`src/rtl/mux_rr_sched.sv`:
```
`default_nettype none
// ============================================================================
//  Module      : mux_rr_sched
//  Description : Round-robin scheduler for a 4:1 nibble mux. Drives a
//                registered, glitch-free select, captures the mux output
//                one cycle later and queues {channel, data} in an output
//                FIFO with a valid/ready handshake.
//                Optional: define MUX_RR_SCHED_STATS_EN to add grant_cnt,
//                a saturating 16-bit count of items pushed into the FIFO.
//  Revision    : 1.0 - initial release
// ============================================================================
module mux_rr_sched #(
    parameter int DEPTH = 4,
    parameter int DW    = 4
) (
    input  logic                     clk,
    input  logic                     rst_n,
    input  logic [3:0]               req,
    output logic [3:0]               req_ack,
    output logic [1:0]               sel,
    input  logic [DW-1:0]            mux_y,
    output logic [DW-1:0]            out_data,
    output logic [1:0]               out_ch,
    output logic                     out_valid,
    input  logic                     out_ready,
    output logic [$clog2(DEPTH):0]   fifo_count
`ifdef MUX_RR_SCHED_STATS_EN
    ,
    output logic [15:0]              grant_cnt
`endif
);

    localparam int c_aw = $clog2(DEPTH);
    localparam int c_cw = c_aw + 1;
    localparam logic [c_cw-1:0] c_full = c_cw'(DEPTH);

    typedef enum logic [0:0] {
        ST_ARB     = 1'b0,
        ST_CAPTURE = 1'b1
    } state_t;

    state_t          r_state;
    state_t          w_state_nxt;
    logic [1:0]      r_sel;
    logic [1:0]      w_sel_nxt;
    logic [1:0]      r_last_gnt;
    logic [1:0]      w_last_gnt_nxt;
    logic [3:0]      r_req_ack;
    logic [3:0]      w_req_ack_nxt;
    logic [1:0]      w_winner;
    logic [1:0]      w_idx;
    logic            w_found;
    logic            w_push;
    logic            w_pop;

    logic [DW+1:0]   r_mem [DEPTH];
    logic [c_aw-1:0] r_wptr;
    logic [c_aw-1:0] r_rptr;
    logic [c_cw-1:0] r_count;

    // Round-robin pick: first asserted request scanning upward from last_gnt+1.
    always_comb begin
        w_found  = 1'b0;
        w_winner = r_last_gnt;
        w_idx    = r_last_gnt;
        for (int k = 1; k <= 4; k++) begin
            w_idx = r_last_gnt + 2'(k);
            if (!w_found && req[w_idx]) begin
                w_found  = 1'b1;
                w_winner = w_idx;
            end
        end
    end

    // Next-state and registered-output decode. FIFO space is reserved at
    // grant time, so the push in CAPTURE can never overflow.
    always_comb begin
        w_state_nxt    = r_state;
        w_sel_nxt      = r_sel;
        w_last_gnt_nxt = r_last_gnt;
        w_req_ack_nxt  = 4'b0000;
        w_push         = 1'b0;
        case (r_state)
            ST_ARB: begin
                if (w_found && (r_count < c_full)) begin
                    w_state_nxt    = ST_CAPTURE;
                    w_sel_nxt      = w_winner;
                    w_last_gnt_nxt = w_winner;
                    // Ack is registered so it is high for exactly the CAPTURE cycle.
                    w_req_ack_nxt  = 4'b0001 << w_winner;
                end
            end
            ST_CAPTURE: begin
                w_push      = 1'b1;
                w_state_nxt = ST_ARB;
            end
            default: begin
                w_state_nxt = ST_ARB;
            end
        endcase
    end

    // Scheduler state register; sel comes straight from a flop to stay glitch-free.
    always_ff @(posedge clk or negedge rst_n) begin
        if (!rst_n) begin
            r_state    <= ST_ARB;
            r_sel      <= 2'b00;
            r_last_gnt <= 2'b11;
            r_req_ack  <= 4'b0000;
        end else begin
            r_state    <= w_state_nxt;
            r_sel      <= w_sel_nxt;
            r_last_gnt <= w_last_gnt_nxt;
            r_req_ack  <= w_req_ack_nxt;
        end
    end

    assign w_pop = out_valid && out_ready;

    // FIFO pointers and occupancy; push and pop together leave the count unchanged.
    always_ff @(posedge clk or negedge rst_n) begin
        if (!rst_n) begin
            r_wptr  <= '0;
            r_rptr  <= '0;
            r_count <= '0;
        end else begin
            if (w_push) begin
                r_wptr <= r_wptr + 1'b1;
            end
            if (w_pop) begin
                r_rptr <= r_rptr + 1'b1;
            end
            case ({w_push, w_pop})
                2'b10:   r_count <= r_count + 1'b1;
                2'b01:   r_count <= r_count - 1'b1;
                default: r_count <= r_count;
            endcase
        end
    end

    // FIFO storage: channel tag in the top two bits, mux data below.
    always_ff @(posedge clk) begin
        if (w_push) begin
            r_mem[r_wptr] <= {r_sel, mux_y};
        end
    end

`ifdef MUX_RR_SCHED_STATS_EN
    logic [15:0] r_grant_cnt;

    // Saturating count of items pushed into the FIFO.
    always_ff @(posedge clk or negedge rst_n) begin
        if (!rst_n) begin
            r_grant_cnt <= 16'h0000;
        end else if (w_push && (r_grant_cnt != 16'hFFFF)) begin
            r_grant_cnt <= r_grant_cnt + 16'h0001;
        end
    end

    assign grant_cnt = r_grant_cnt;
`endif

    assign req_ack    = r_req_ack;
    assign sel        = r_sel;
    assign out_valid  = (r_count != '0);
    assign fifo_count = r_count;
    assign out_data   = r_mem[r_rptr][DW-1:0];
    assign out_ch     = r_mem[r_rptr][DW+1:DW];

endmodule
`default_nettype wire

```
`config.mk`:
```
export PLATFORM = sky130hd
export DESIGN_NAME = mux_rr_sched
export DESIGN_NICKNAME = d
export VERILOG_FILES = /design/src/rtl/mux_rr_sched.sv
export SDC_FILE = /design/constraint.sdc
export NUM_CORES = 1
export LEC_CHECK = 0
export CORE_ASPECT_RATIO = 0.7
export CORE_UTILIZATION = 47
export CTS_CLUSTER_DIAMETER = 150
export DETAILED_ROUTE_END_ITERATION = 16
export GPL_TIMING_DRIVEN = 0
export HOLD_SLACK_MARGIN = 0.06
export PLACE_DENSITY = 0.74
export SLEW_MARGIN = 20
export SYNTH_ARGS = -nofsm -noshare
export SYNTH_HDL_FRONTEND = slang
export SYNTH_SLANG_ARGS = --single-unit
```
`constraint.sdc`:
```
create_clock -name clk -period 1.9 [get_ports clk]
set_input_delay 0.38 -clock clk [delete_from_list [all_inputs] [get_ports clk]]
set_output_delay 0.38 -clock clk [all_outputs]
set_load 0.05 [all_outputs]
```
==> results of run 1 <==
[synthesized netlist by cell type]
cell                       number  area (sq um)
sky130_fd_sc_hd__o22ai_1        1          6.26
sky130_fd_sc_hd__nand2_1        3          11.3
sky130_fd_sc_hd__o211ai_1       1          7.51
sky130_fd_sc_hd__nand2b_1       1          6.26
sky130_fd_sc_hd__a311o_4        1          20.0
sky130_fd_sc_hd__inv_1          8          30.0
sky130_fd_sc_hd__nor2b_2        1          8.76
sky130_fd_sc_hd__nor3_1         1          5.00
sky130_fd_sc_hd__clkinv_1       1          3.75
sky130_fd_sc_hd__a21o_1         2          15.0
sky130_fd_sc_hd__or2b_1         1          7.51
sky130_fd_sc_hd__buf_1          1          3.75
sky130_fd_sc_hd__buf_2          2          10.0
sky130_fd_sc_hd__and2_1         5          31.3
sky130_fd_sc_hd__or3_1          1          6.26
sky130_fd_sc_hd__a221o_1        1          10.0
sky130_fd_sc_hd__a21oi_2        1          8.76
sky130_fd_sc_hd__ha_1           5          62.6
sky130_fd_sc_hd__mux2i_1        1          10.0
sky130_fd_sc_hd__nor2_1         3          11.3
sky130_fd_sc_hd__fa_1           1          20.0
sky130_fd_sc_hd__a21oi_1        1          5.00
sky130_fd_sc_hd__mux2_4         2          30.0
sky130_fd_sc_hd__dfstp_2        2          52.6
sky130_fd_sc_hd__xor2_1         4          35.0
sky130_fd_sc_hd__mux4_2         6           135
sky130_fd_sc_hd__nor2b_1        1          6.26
sky130_fd_sc_hd__xnor2_1        2          17.5
sky130_fd_sc_hd__dfrtp_1       14           350
sky130_fd_sc_hd__nor3b_2        1          12.5
sky130_fd_sc_hd__inv_2          1          3.75
sky130_fd_sc_hd__edfxtp_1      24           721
sky130_fd_sc_hd__and2_4         1          8.76
sky130_fd_sc_hd__o21ai_0        2          10.0
[flip-flops by register name, indices dropped and copies added, names as in the netlist]
signal	cells
r_wptr	2
req_ack	4
sel	2
fifo_count	3
r_mem	24
r_state	1
r_last_gnt	2
r_rptr	2
[logic make-up (layout without fill, tap and decap cells)]
| group | Yosys count | in the layout | synth area share (%) |
|---|---|---|---|
| muxes | 9 | 9 | 10.4 |
| and+or+nand+nor | 19 | 19 | 6.84 |
| DFF | 40 | 40 | 66.8 |
| xor gates and xnor gates | 6 | 6 | 3.12 |
| AOI/OAI and AO/OA | 10 | 10 | 4.91 |
| buffers and inverters | 13 | 48 | 3.05 |
| adders and majority gates | 6 | 6 | 4.91 |
[how the worst min path moves through the flow]
stage / start / endpoint / slack (ns) / depth (start not counted)
after floorplan: rst_n / fifo_count[0] / 0.08 / 0
final: fifo_count[0] / fifo_count[0] / 0.51 / 1
after CTS: fifo_count[0] / fifo_count[0] / 0.51 / 1
after global routing: fifo_count[0] / fifo_count[0] / 0.52 / 1
after global placement: fifo_count[0] / fifo_count[0] / 0.49 / 1
after detailed placement: fifo_count[0] / fifo_count[0] / 0.50 / 1
[layout make-up]
cell class | instances | area, sq um
fill | 241 | 1140
inverter | 10 | 37.5
clock inverter | 1 | 5.00
multi-input combinational | 50 | 528
timing repair buffer | 28 | 283
tap | 47 | 58.8
buffer | 2 | 16.3
clock buffer | 7 | 76.3
sequential | 40 | 1130
[layer usage]
layer | GRT usage, % | vias to the layer above | part of all wire, %
li1 | - | 438 | -
met2 | 24.6 | 19 | 47
met1 | 22.8 | 464 | 48
met3 | 6.98 | 2 | 4.0
met5 | 0 | - | 0
met4 | 8.01 | 0 | 0.50
[critical path, delay by kind of cell, from the launching register on]
family | cells | cell delay [ns]
DFF | 1 | 0.35
muxes | 1 | 0.53
buffers and inverters | 2 | 0.32
[what timing repair did]
action                     CTS  global route
cloned                       0             0
setup endpoints to repair   10             8
gates resized for setup     43            10
pin swaps                    0             0
buffers inserted             1             1
[metrics by stage]
stage / hold slack (ns) / instance area, sq um / worst slack (ns) / util (%)
finish: 0.506 / 2130 / 0.0401 / 65.1
global route: 0.525 / 2130 / -0.0315 / 65.1
CTS: 0.513 / 2100 / 0.00263 / 64.1
detailed placement: 0.502 / 2030 / -0.322 / 61.8
global placement: 0.491 / 2030 / -0.306 / 61.8
floorplan: 0.0844 / 1710 / -0.140 / -
[power by group]
group          total [mW]  switching, mW  internal, mW
logic                1.99           1.17         0.815
registers            1.43          0.186          1.25
clock network       0.521          0.264         0.257
==> flow_metrics.env, run 1 <==
export IMPL_ff_to_ff_end="fifo_count[2]"
export IMPL_worst_setup_path_end_kind="primary output"
export IMPL_start_util_pct=51.4
export IMPL_track_usage_pct=17.2
export IMPL_hold_path_class="register to register"
export IMPL_initial_antenna_violation_count=0
export IMPL_place_congestion=0.771
export IMPL_cellPowerDensity_nw_per_um2=1850
export IMPL_synth_seq_cells=40
export IMPL_die_width_um=73.5
export IMPL_timing_critical_path_required_ns=1.52
export IMPL_drv_max_cap_violation_count=0
export IMPL_crit_chain="buf_6 -> mux4_2 -> buf_6"
export IMPL_worstPathMaxFanout=7
export IMPL_grt_pass1_vias=942
export IMPL_finalHoldViolations=0
export IMPL_yosysWarningCount=0
export IMPL_highest_delay_cell_along_the_critical_path="sky130_fd_sc_hd__mux4_2"
export IMPL_cts_buffers=5
export IMPL_detail_route_drc_violations=0
export IMPL_leakagePower_nw=0.860
export IMPL_clkSinkCount=40
export IMPL_vdd_ir_drop_worst_v=0.000958
export IMPL_timing_reg2reg_setup_slack_ns=0.08
export IMPL_post_route_cells_drive_above_1_share_pct=29.0
export IMPL_drt_initial_drc_count=41
export IMPL_result_of_the_run="finished, final reports clean"
export IMPL_critical_path_most_common_cell="sky130_fd_sc_hd__buf_6"
export IMPL_dp_cells=176
export IMPL_fmaxAchievable_ghz=0.538
export IMPL_clkTransAtPathRegs_ns=0.07
export IMPL_num_vias=923
export IMPL_cp_slowest_stage_delay_ns=0.53
export IMPL_row_count=17
export IMPL_design_die_area_sq_um=3830
export IMPL_synth_net_count=120
export IMPL_worst_r2r_startpoint="fifo_count[1]"
export IMPL_cp_startpoint="r_rptr[0]"
export IMPL_num_antenna_cells=0
export IMPL_mappedNetlistArea_sq_um=1680
export IMPL_ant_nets=0
export IMPL_io_buffer_count=26
export IMPL_final_min_clock_period_ns=1.86
export IMPL_ctsHtreeMaxLevel=2
export IMPL_report_power_total_mw=3.94
export IMPL_syn_inst=103
export IMPL_layout_cells_most_common_list="sky130_fd_sc_hd__edfxtp_1 (24), sky130_fd_sc_hd__clkdlybuf4s50_1 (15), sky130_fd_sc_hd__dfrtp_1 (11), sky130_fd_sc_hd__inv_1 (7), sky130_fd_sc_hd__buf_6 (7)"
export IMPL_final_common_cell="sky130_fd_sc_hd__edfxtp_1"
export IMPL_worst_slew_pin_transition_ns=0.711
export IMPL_drt_pass1_iter_count=4
export IMPL_gr_total_overflow=0
export IMPL_syn2layout_area_growth_pct=26.7
export IMPL_die_height_um=52.1
export IMPL_syn_avg_cell_area_sq_um=16.3
export IMPL_wirelength_um=2810
export IMPL_r2r_worst_path_cells=8
export IMPL_core_area_sq_um=3280
export IMPL_timing_critical_path_arrival_ns=1.48
export IMPL_tritoncts="yes"
export IMPL_ios=27
export IMPL_post_route_period_util_pct=97.9
export IMPL_maximum_number_of_pins_on_one_net_before_global_route_repair=17
export IMPL_stdcell_count=185
export IMPL_clock_insertion_delay_worst_skew_ns=0.28
export IMPL_synth_lib_cells_used_distinct=34
export IMPL_final_setup_skew_ns=0.00687
export IMPL_slew_violations=0
export IMPL_number_of_hold_repair_buffers_added_at_the_cts_stage=0
export IMPL_detailedPlacementHpwl_um=2020
export IMPL_wl_per_cell_um=15.2
export IMPL_finalSetupViolations=0
export IMPL_cts_buffer_depth=2
export IMPL_synth_seq_area_share_pct=66.8
export IMPL_critical_path_endpoint="out_ch[0]"
export IMPL_grt_pass1_wl_um=4570
export IMPL_final_setup_tns_ns=0
export IMPL_via_per_inst=4.99
export IMPL_clockRootBuffer="sky130_fd_sc_hd__clkbuf_8"
export IMPL_startpoint_type="register"
export IMPL_relative_slew_slack_pct=52.4
export IMPL_grt_setup_unrepaired="true"
export IMPL_fin_nets=154
export IMPL_crit_path_category="register to primary output"
Power figures use the tool's default switching activity.
==> inputs of run 2 (changes only) <==
--- a/config.mk
+++ b/config.mk
@@ -12,6 +12,7 @@
 export GPL_TIMING_DRIVEN = 0
 export HOLD_SLACK_MARGIN = 0.06
 export PLACE_DENSITY = 0.74
+export REMOVE_ABC_BUFFERS = 1
 export SLEW_MARGIN = 20
 export SYNTH_ARGS = -nofsm -noshare
 export SYNTH_HDL_FRONTEND = slang
==> flow_metrics.env, run 2 (synthesis gave the netlist of run 1 again) <==
export IMPL_highest_delay_cell_along_the_critical_path="sky130_fd_sc_hd__mux4_2"
export IMPL_wirelength_um=2790
export IMPL_drt_pass1_iter_count=4
export IMPL_worstPathMaxFanout=5
export IMPL_fin_nets=158
export IMPL_clkTransAtPathRegs_ns=0.07
export IMPL_final_setup_skew_ns=0.00705
export IMPL_final_setup_tns_ns=-0.154
export IMPL_clkSinkCount=40
export IMPL_via_per_inst=5.02
export IMPL_grt_pass1_vias=987
export IMPL_cp_slowest_stage_delay_ns=0.51
export IMPL_drt_initial_drc_count=49
export IMPL_final_common_cell="sky130_fd_sc_hd__edfxtp_1"
export IMPL_post_route_cells_drive_above_1_share_pct=30.3
export IMPL_result_of_the_run="finished with violations"
export IMPL_io_buffer_count=26
export IMPL_maximum_number_of_pins_on_one_net_before_global_route_repair=17
export IMPL_worst_setup_path_end_kind="primary output"
export IMPL_clockRootBuffer="sky130_fd_sc_hd__clkbuf_8"
export IMPL_leakagePower_nw=0.903
export IMPL_ctsHtreeMaxLevel=2
export IMPL_critical_path_buf_inv_count=2
export IMPL_design_die_area_sq_um=3830
export IMPL_final_min_clock_period_ns=1.95
export IMPL_report_power_total_mw=4.06
export IMPL_place_congestion=0.720
export IMPL_timing_critical_path_arrival_ns=1.57
export IMPL_relative_slew_slack_pct=52.3
export IMPL_layout_cells_most_common_list="sky130_fd_sc_hd__edfxtp_1 (24), sky130_fd_sc_hd__clkdlybuf4s50_1 (14), sky130_fd_sc_hd__dfrtp_1 (13), sky130_fd_sc_hd__buf_4 (8), sky130_fd_sc_hd__inv_1 (7)"
export IMPL_finalSetupViolations=4
export IMPL_worst_slew_pin_transition_ns=0.713
export IMPL_cts_buffer_depth=2
export IMPL_crit_path_category="register to primary output"
export IMPL_dpl_cell_area_sq_um=1990
export IMPL_fin_ws_ns=-0.0463
export IMPL_wl_per_cell_um=14.8
export IMPL_drv_max_cap_violation_count=0
export IMPL_detail_route_drc_violations=0
export IMPL_row_count=17
export IMPL_startpoint_type="register"
export IMPL_slew_violations=0
export IMPL_post_route_period_util_pct=102
export IMPL_syn2layout_area_growth_pct=29.9
export IMPL_vdd_ir_drop_worst_v=0.00137
export IMPL_largest_register_ff_count=24
export IMPL_ant_nets=0
export IMPL_finalHoldWorstSlack_ns=0.522
export IMPL_start_util_pct=51.4
export IMPL_post_route_cell_area_sq_um=2190
export IMPL_grt_setup_unrepaired="true"
export IMPL_finalHoldViolations=0
export IMPL_cellPowerDensity_nw_per_um2=1860
export IMPL_largest_register="r_mem"
export IMPL_clock_insertion_delay_worst_skew_ns=0.28
export IMPL_failing_checks="setup timing"
export IMPL_num_antenna_cells=0
export IMPL_gr_total_overflow=0
export IMPL_track_usage_pct=17.3
export IMPL_crit_chain="buf_12 -> mux4_2 -> buf_6"
export IMPL_die_height_um=52.1
export IMPL_placement_setup_worst_slack_ns=-0.419
export IMPL_core_area_sq_um=3280
export IMPL_hold_path_class="primary input to async pin"
export IMPL_crit_family="multiplexers"
export IMPL_grt_pass1_wl_um=4660
export IMPL_tritoncts="yes"
export IMPL_timing_critical_path_required_ns=1.52
export IMPL_initial_antenna_violation_count=0
export IMPL_num_vias=949
export IMPL_die_width_um=73.5
export IMPL_ios=27
export IMPL_cts_buffers=5
export IMPL_detailedPlacementHpwl_um=1930
export IMPL_fmaxAchievable_ghz=0.514
export IMPL_final_fill_count=236
==> run 2: changes by cell type in the layout (fill, tap and decap cells not counted) <==
cell,previous run,this run
sky130_fd_sc_hd__clkbuf_8,5,6
sky130_fd_sc_hd__buf_12,0,1
sky130_fd_sc_hd__dfrtp_1,11,13
sky130_fd_sc_hd__clkinvlp_4,0,1
sky130_fd_sc_hd__dlygate4sd2_1,3,2
sky130_fd_sc_hd__buf_6,7,5
sky130_fd_sc_hd__buf_2,1,0
sky130_fd_sc_hd__clkbuf_1,2,1
sky130_fd_sc_hd__clkdlybuf4s50_1,15,14
sky130_fd_sc_hd__dfrtp_2,3,1
sky130_fd_sc_hd__clkinv_2,1,0
sky130_fd_sc_hd__dlymetal6s2s_1,1,3
sky130_fd_sc_hd__buf_4,2,8
==> run 2: cell type report <==
cell class	count	area, sq um	area share [%]
flip-flops and latches	40	1120	51.5
multi-input cells	50	528	24.2
repair buffers	34	343	15.7
clock buffers	7	86.3	3.95
well taps	47	58.8	2.69
inverters	10	37.5	1.72
clock inverters	1	7.51	0.343
==> run 2: timing repair <==
| action | CTS | global route |
|---|---|---|
| setup endpoints to repair | 12 | 11 |
| setup buffers | 6 | 2 |
| cloned | 0 | 0 |
| resized for setup | 47 | 10 |
| pin swaps | 2 | 5 |
| hold buffers | 0 | 0 |
==> run 2: through the flow <==
step / std cells / utilization, %
after floorplan: 100 / -
after global placement: 173 / 60.7
after detailed placement: 173 / 60.7
after CTS: 187 / 65.5
after global routing: 189 / 66.7
final: 189 / 66.7
==> run 2: worst paths after layout <==
kind | from | to | slack [ns] | cells past startpoint
max | r_rptr[0] | out_data[0] | -0.05 | 3
min | rst_n | req_ack[0] | 0.52 | 1
max reg2reg | fifo_count[0] | fifo_count[2] | 0.05 | 8
min reg2reg | r_wptr[0] | r_wptr[0] | 0.54 | 1
max in group asynchronous | rst_n | r_rptr[0] | 0.88 | 1
min in group clk | r_wptr[0] | r_wptr[0] | 0.54 | 1
==> run 2: routing by layer <==
metal  global-route usage [%]  part of all wire (%)
met1                     23.1                    45
met2                     27.7                    50
met3                     4.65                   3.7
met4                     5.77                  0.75
met5                        0                     0
==> run 2: power breakdown <==
part,switching [mW],internal (mW),total [mW],leakage [nW]
clock network,0.275,0.295,0.569,0.0445
registers,0.233,1.24,1.48,0.413
logic,1.14,0.881,2.02,0.446
total,1.64,2.42,4.06,0.903
==> inputs of run 3 (changes only) <==
--- a/config.mk
+++ b/config.mk
@@ -11,9 +11,9 @@
 export DETAILED_ROUTE_END_ITERATION = 16
 export GPL_TIMING_DRIVEN = 0
 export HOLD_SLACK_MARGIN = 0.06
-export PLACE_DENSITY = 0.74
+export PLACE_DENSITY = 0.85
 export REMOVE_ABC_BUFFERS = 1
-export SLEW_MARGIN = 20
+export SLEW_MARGIN = 0
 export SYNTH_ARGS = -nofsm -noshare
 export SYNTH_HDL_FRONTEND = slang
 export SYNTH_SLANG_ARGS = --single-unit
==> flow_metrics.env, run 3 (synthesis gave the netlist of run 1 again) <==
export IMPL_maximum_number_of_pins_on_one_net_before_global_route_repair=17
export IMPL_timing_critical_path_required_ns=1.52
export IMPL_post_route_cells_drive_above_1_share_pct=28.9
export IMPL_cts_buffer_depth=2
export IMPL_final_fill_count=248
export IMPL_start_util_pct=51.4
export IMPL_worstPathMaxFanout=7
export IMPL_r2r_worst_path_cells=8
export IMPL_gr_total_overflow=0
export IMPL_fin_ws_ns=-0.0487
export IMPL_die_width_um=73.5
export IMPL_crit_path_category="register to primary output"
export IMPL_worst_setup_path_end_kind="primary output"
export IMPL_final_setup_skew_ns=0.00621
export IMPL_design_die_area_sq_um=3830
export IMPL_timing_critical_path_arrival_ns=1.57
export IMPL_largest_register="r_mem"
export IMPL_row_count=17
export IMPL_clockRootBuffer="sky130_fd_sc_hd__clkbuf_8"
export IMPL_drv_max_cap_violation_count=0
export IMPL_register_area_sq_um=1120
export IMPL_cts_buffers=5
export IMPL_timing_reg2reg_setup_slack_ns=0.09
export IMPL_layout_cells_most_common_list="sky130_fd_sc_hd__edfxtp_1 (24), sky130_fd_sc_hd__clkdlybuf4s50_1 (15), sky130_fd_sc_hd__dfrtp_1 (13)"
export IMPL_syn2layout_area_growth_pct=28.3
export IMPL_grt_pass1_wl_um=4800
export IMPL_grt_setup_unrepaired="true"
export IMPL_largest_register_ff_count=24
export IMPL_final_common_cell="sky130_fd_sc_hd__edfxtp_1"
export IMPL_initial_antenna_violation_count=0
export IMPL_hold_path_class="primary input to async pin"
export IMPL_number_of_hold_repair_buffers_added_at_the_cts_stage=0
export IMPL_fmaxAchievable_ghz=0.513
export IMPL_stdcell_count=189
export IMPL_clkTransAtPathRegs_ns=0.07
export IMPL_drt_initial_drc_count=69
export IMPL_clkSinkCount=40
export IMPL_post_route_period_util_pct=103
export IMPL_clock_insertion_delay_worst_skew_ns=0.29
export IMPL_final_min_clock_period_ns=1.95
export IMPL_detailedPlacementHpwl_um=2040
export IMPL_die_height_um=52.1
export IMPL_finalHoldViolations=0
export IMPL_leakagePower_nw=0.883
export IMPL_detail_route_drc_violations=0
export IMPL_wl_per_cell_um=15.6
export IMPL_post_route_cell_area_sq_um=2160
export IMPL_num_antenna_cells=0
export IMPL_relative_slew_slack_pct=52.5
export IMPL_tritoncts="yes"
export IMPL_worst_slew_pin_transition_ns=0.711
export IMPL_ctsHtreeMaxLevel=2
export IMPL_wirelength_um=2960
export IMPL_cellPowerDensity_nw_per_um2=1850
export IMPL_ant_nets=0
export IMPL_via_per_inst=5.21
export IMPL_track_usage_pct=18.7
export IMPL_finalSetupViolations=3
export IMPL_drt_pass1_iter_count=3
export IMPL_ios=27
export IMPL_io_buffer_count=26
export IMPL_startpoint_type="register"
export IMPL_worst_r2r_startpoint="fifo_count[2]"
export IMPL_ff_to_ff_end="fifo_count[2]"
export IMPL_slew_violations=0
export IMPL_failing_checks="setup timing"
export IMPL_grt_pass1_vias=1014
export IMPL_fin_nets=158
export IMPL_vdd_ir_drop_worst_v=0.00132
export IMPL_dp_cells=173
export IMPL_dpl_cell_area_sq_um=1990
export IMPL_num_vias=985
export IMPL_multi_input_comb_area_sq_um=526
export IMPL_place_congestion=0.717
export IMPL_core_area_sq_um=3280
export IMPL_result_of_the_run="finished with violations"
## run 3: routing by layer
metal  share of wire [%]  track usage (%)
met5                   0                0
met4                 3.4             12.5
met3                 4.4             6.20
met2                  50             30.3
met1                  42             21.4
## run 3: worst max path at each step
| stage | from | end | slack (ns) | depth (start not counted) |
|---|---|---|---|---|
| 2_1_floorplan | fifo_count[2] | fifo_count[2] | -0.53 | 8 |
| 3_3_place_gp | r_rptr[0] | out_ch[0] | -0.39 | 2 |
| 3_5_place_dp | r_rptr[0] | out_ch[0] | -0.42 | 2 |
| 4_1_cts | r_rptr[0] | out_data[1] | -0.07 | 3 |
| 5_1_grt | r_rptr[0] | out_data[2] | -0.11 | 3 |
| 6_report | r_rptr[0] | out_data[2] | -0.05 | 3 |
## run 3: area by class of cell
class	instances	share of cell area, %
Clock buffer	7	3.53
Clock inverter	1	0.232
Multi-Input combinational cell	50	24.3
Timing Repair Buffer	34	15.4
Inverter	10	1.74
Tap cell	47	2.72
Sequential cell	40	52.1
## run 3: critical path, cell delays in order (launching register included)
cell and delay, ns:
sky130_fd_sc_hd__dfrtp_2 0.46, sky130_fd_sc_hd__buf_4 0.15, sky130_fd_sc_hd__mux4_2 0.50, sky130_fd_sc_hd__buf_6 0.17
## run 3: timing repair
action	in CTS	in global routing
pin swaps	0	4
gates resized for setup	46	11
buffers inserted	6	2
endpoints found under the setup margin	13	9
## run 3: report_power, final
part,internal (mW),switching (mW)
combinational,0.853,1.15
sequential,1.24,0.224
clock,0.257,0.274
total,2.35,1.64
## run 3: stage by stage
step	TNS, ns	utilization [%]	worst slack (ns)	hold slack, ns	power (mW)
after detailed placement	-2.76	60.7	-0.424	0.518	3.31
after global placement	-2.38	60.7	-0.389	0.498	3.23
after floorplan	-1.17	-	-0.530	0.0844	2.75
after global routing	-0.311	65.9	-0.110	0.562	4.23
final	-0.126	65.9	-0.0487	0.514	4.00
after CTS	-0.190	64.5	-0.0686	0.532	3.93
